===== src/rtl/axis_keep_popcount.sv =====
// Combinational popcount of an AXIS tkeep mask; zero latency, no flow control.
module axis_keep_popcount #(
  parameter int LANES = 32,
  parameter int CW    = $clog2(LANES + 1)
) (
  input  logic [LANES-1:0] keep,
  output logic [CW-1:0]    count
);

  always_comb begin
    count = '0;
    for (int i = 0; i < LANES; i++) begin
      count = count + CW'(keep[i]);
    end
  end

endmodule


===== config.mk =====
export PLATFORM = sky130hd
export DESIGN_NAME = axis_keep_popcount
export DESIGN_NICKNAME = d
export VERILOG_FILES = /design/src/rtl/axis_keep_popcount.sv
export SDC_FILE = /design/constraint.sdc
export NUM_CORES = 1
export LEC_CHECK = 0
export CAP_MARGIN = 20
export CORE_ASPECT_RATIO = 1.25
export CORE_UTILIZATION = 43
export DETAILED_ROUTE_END_ITERATION = 12
export PLACE_DENSITY = 0.95
export SLEW_MARGIN = 5
export SYNTH_ARGS = -nofsm -noshare
export SYNTH_HDL_FRONTEND = slang
export SYNTH_SLANG_ARGS = --single-unit

===== constraint.sdc =====
create_clock -name vclk -period 6.29
set_input_delay 0.9435 -clock vclk [all_inputs]
set_output_delay 0.9435 -clock vclk [all_outputs]
set_load 0.01 [all_outputs]

==> out/results.tsv <==
metric	value	unit
outcome	complete, no violations	
fin crit period	6240	ps
Worst Setup EP	count[4]	
DR DRC count	0	
core area	1600	um2
Final period util	99.2	%
Initial DRC Count	5	
Routed WL per cell	11.7	um
register area	0	um2
row count	16	
vias per inst	4.62	
first-pass GRT wire length	2.55	mm
final wirelength	1.58	mm
final hold violations	0	
via count	624	
FILL cells	124	
fin. max-slew vios	0	
mapped cell area	758	um2
DR pass1 iterations	4	
die width	39.6	um
CP Class	input pin to output pin	
total track usage	18.3	%
Crit path arrival time	5300	ps
library cells used by synthesis	11	
CP startpoint kind	input pin	
initial antenna violation count	0	
Worst Tran Pin Value	210	ps
Syn Inst Count	73	
num sequential	0	
clock buf count	0	
Max-Cap Viols	0	
chip height	49.0	um
Worst Setup SP	keep[0]	
routability cong.	0.637	
number of global-route vias before repair	688	
crit path max fanout	2	
Synth Warn #	0	
Mapped Nets	136	
pin count of the biggest net entering global routing	4	
f_max	160	MHz
RSZ-0062 raised after global routing	true	
Worst setup EP type	output pin	
Final setup viols	0	
CTS Hold Bufs	0	
area of the multi-input gates	676	um2
Hold WC Path Type	input pin to output pin	
io pins	38	
Avg Synthesized Cell Area	10.4	um2
placed cell count	133	
Nets	182	
Initial Util	47.3	%
grt total ovfl	0	
Rel. slew slack	85.9	%
sequential fraction of the synthesis area	0	%
Req. time, crit path	5350	ps
# port buffers	38	
antenna-violating nets left	0	
fraction of layout cells with a size suffix above 1	31.6	%
Die ar.	1940	um2
antenna diode count	0	
dpl hpwl	1.49	mm
area grow syn2layout	55.0	%
Non-Filler Instances	135	
## layout make-up
cell class | count | area share (%)
multi-input combinational | 43 | 57.5
timing repair buffer | 44 | 31.0
inverter | 30 | 9.58
tap | 18 | 1.92
## stage by stage
step	hold WS [ps]	TNS [ps]	worst slack [ps]	utilization, %	instance area, um2
after floorplan	2040	0	237	-	758
after global placement	3000	-2970	-748	74.4	1190
after detailed placement	3000	-3650	-884	74.4	1190
after CTS	2870	0	0.262	72.3	1160
after global routing	2920	-155	-96.7	73.4	1170
final	2860	0	50.1	73.4	1170
## placed cells by master (no fill, tap or decap), drive strengths merged
master          n
fa             24
xor2            1
nand2b          1
clkbuf          1
o21ai           1
clkdlybuf4s15   3
xnor2           2
a21oi           2
nand2           2
buf            22
inv            30
a21o            1
clkdlybuf4s50  18
nor2            2
ha              7
## critical path, cell delays in order
cell      delay [ps]
buf_6             70
inv_2             30
fa_1             560
inv_2             50
fa_1             540
fa_1             450
fa_1             500
fa_1             540
inv_2             40
fa_1             450
inv_2             80
ha_4             130
inv_2             30
fa_2             330
nand2b_4         150
a21oi_4          110
xor2_1           150
buf_2            150
## repair_timing
item                       CTS  global route
pin swaps                   18            13
gates resized for setup     69            17
setup buffers                2             0
setup endpoints to repair    6             4
## Yosys cell counts, drive strengths merged
| cell | instances | area share, % |
|---|---|---|
| xor2 | 1 | 1.2 |
| nor2 | 2 | 0.99 |
| fa | 24 | 63 |
| inv | 30 | 15 |
| a21oi | 2 | 2.3 |
| xnor2 | 2 | 2.3 |
| nand2b | 1 | 0.83 |
| o21ai | 1 | 0.66 |
| ha | 7 | 12 |
| a21o | 1 | 0.99 |
| nand2 | 2 | 0.99 |
## logic make-up after synthesis
kind of cell	after synthesis	synth area share [%]
AO/OA/AOI/OAI	4	3.96
AND/OR/NAND/NOR	5	2.81
adder cells (fa/ha/maj)	31	74.9
XOR/XNOR	3	3.47
buffers and inverters	30	14.9
## routing by layer
| layer | vias up | GRT usage [%] | wire length, um |
|---|---|---|---|
| li1 | 289 | - | - |
| met1 | 312 | 18.6 | 492 |
| met2 | 23 | 38.0 | 1020 |
| met5 | - | 0 | 0 |
| met3 | 0 | 0.913 | 71 |
| met4 | 0 | 1.15 | 0 |
## worst min-delay path by stage
stage	startpoint	endpoint	depth (start not counted)	slack, ps
floorplan	keep[2]	count[0]	1	2040
detailed placement	keep[2]	count[0]	3	3000
global route	keep[9]	count[4]	7	2920
global placement	keep[2]	count[0]	3	3000
CTS	keep[9]	count[4]	7	2870
finish	keep[9]	count[4]	7	2860
Power is left out: the tool's default activity adds up to more than one toggle a clock period on the data nets, which glitch-free logic cannot reach.
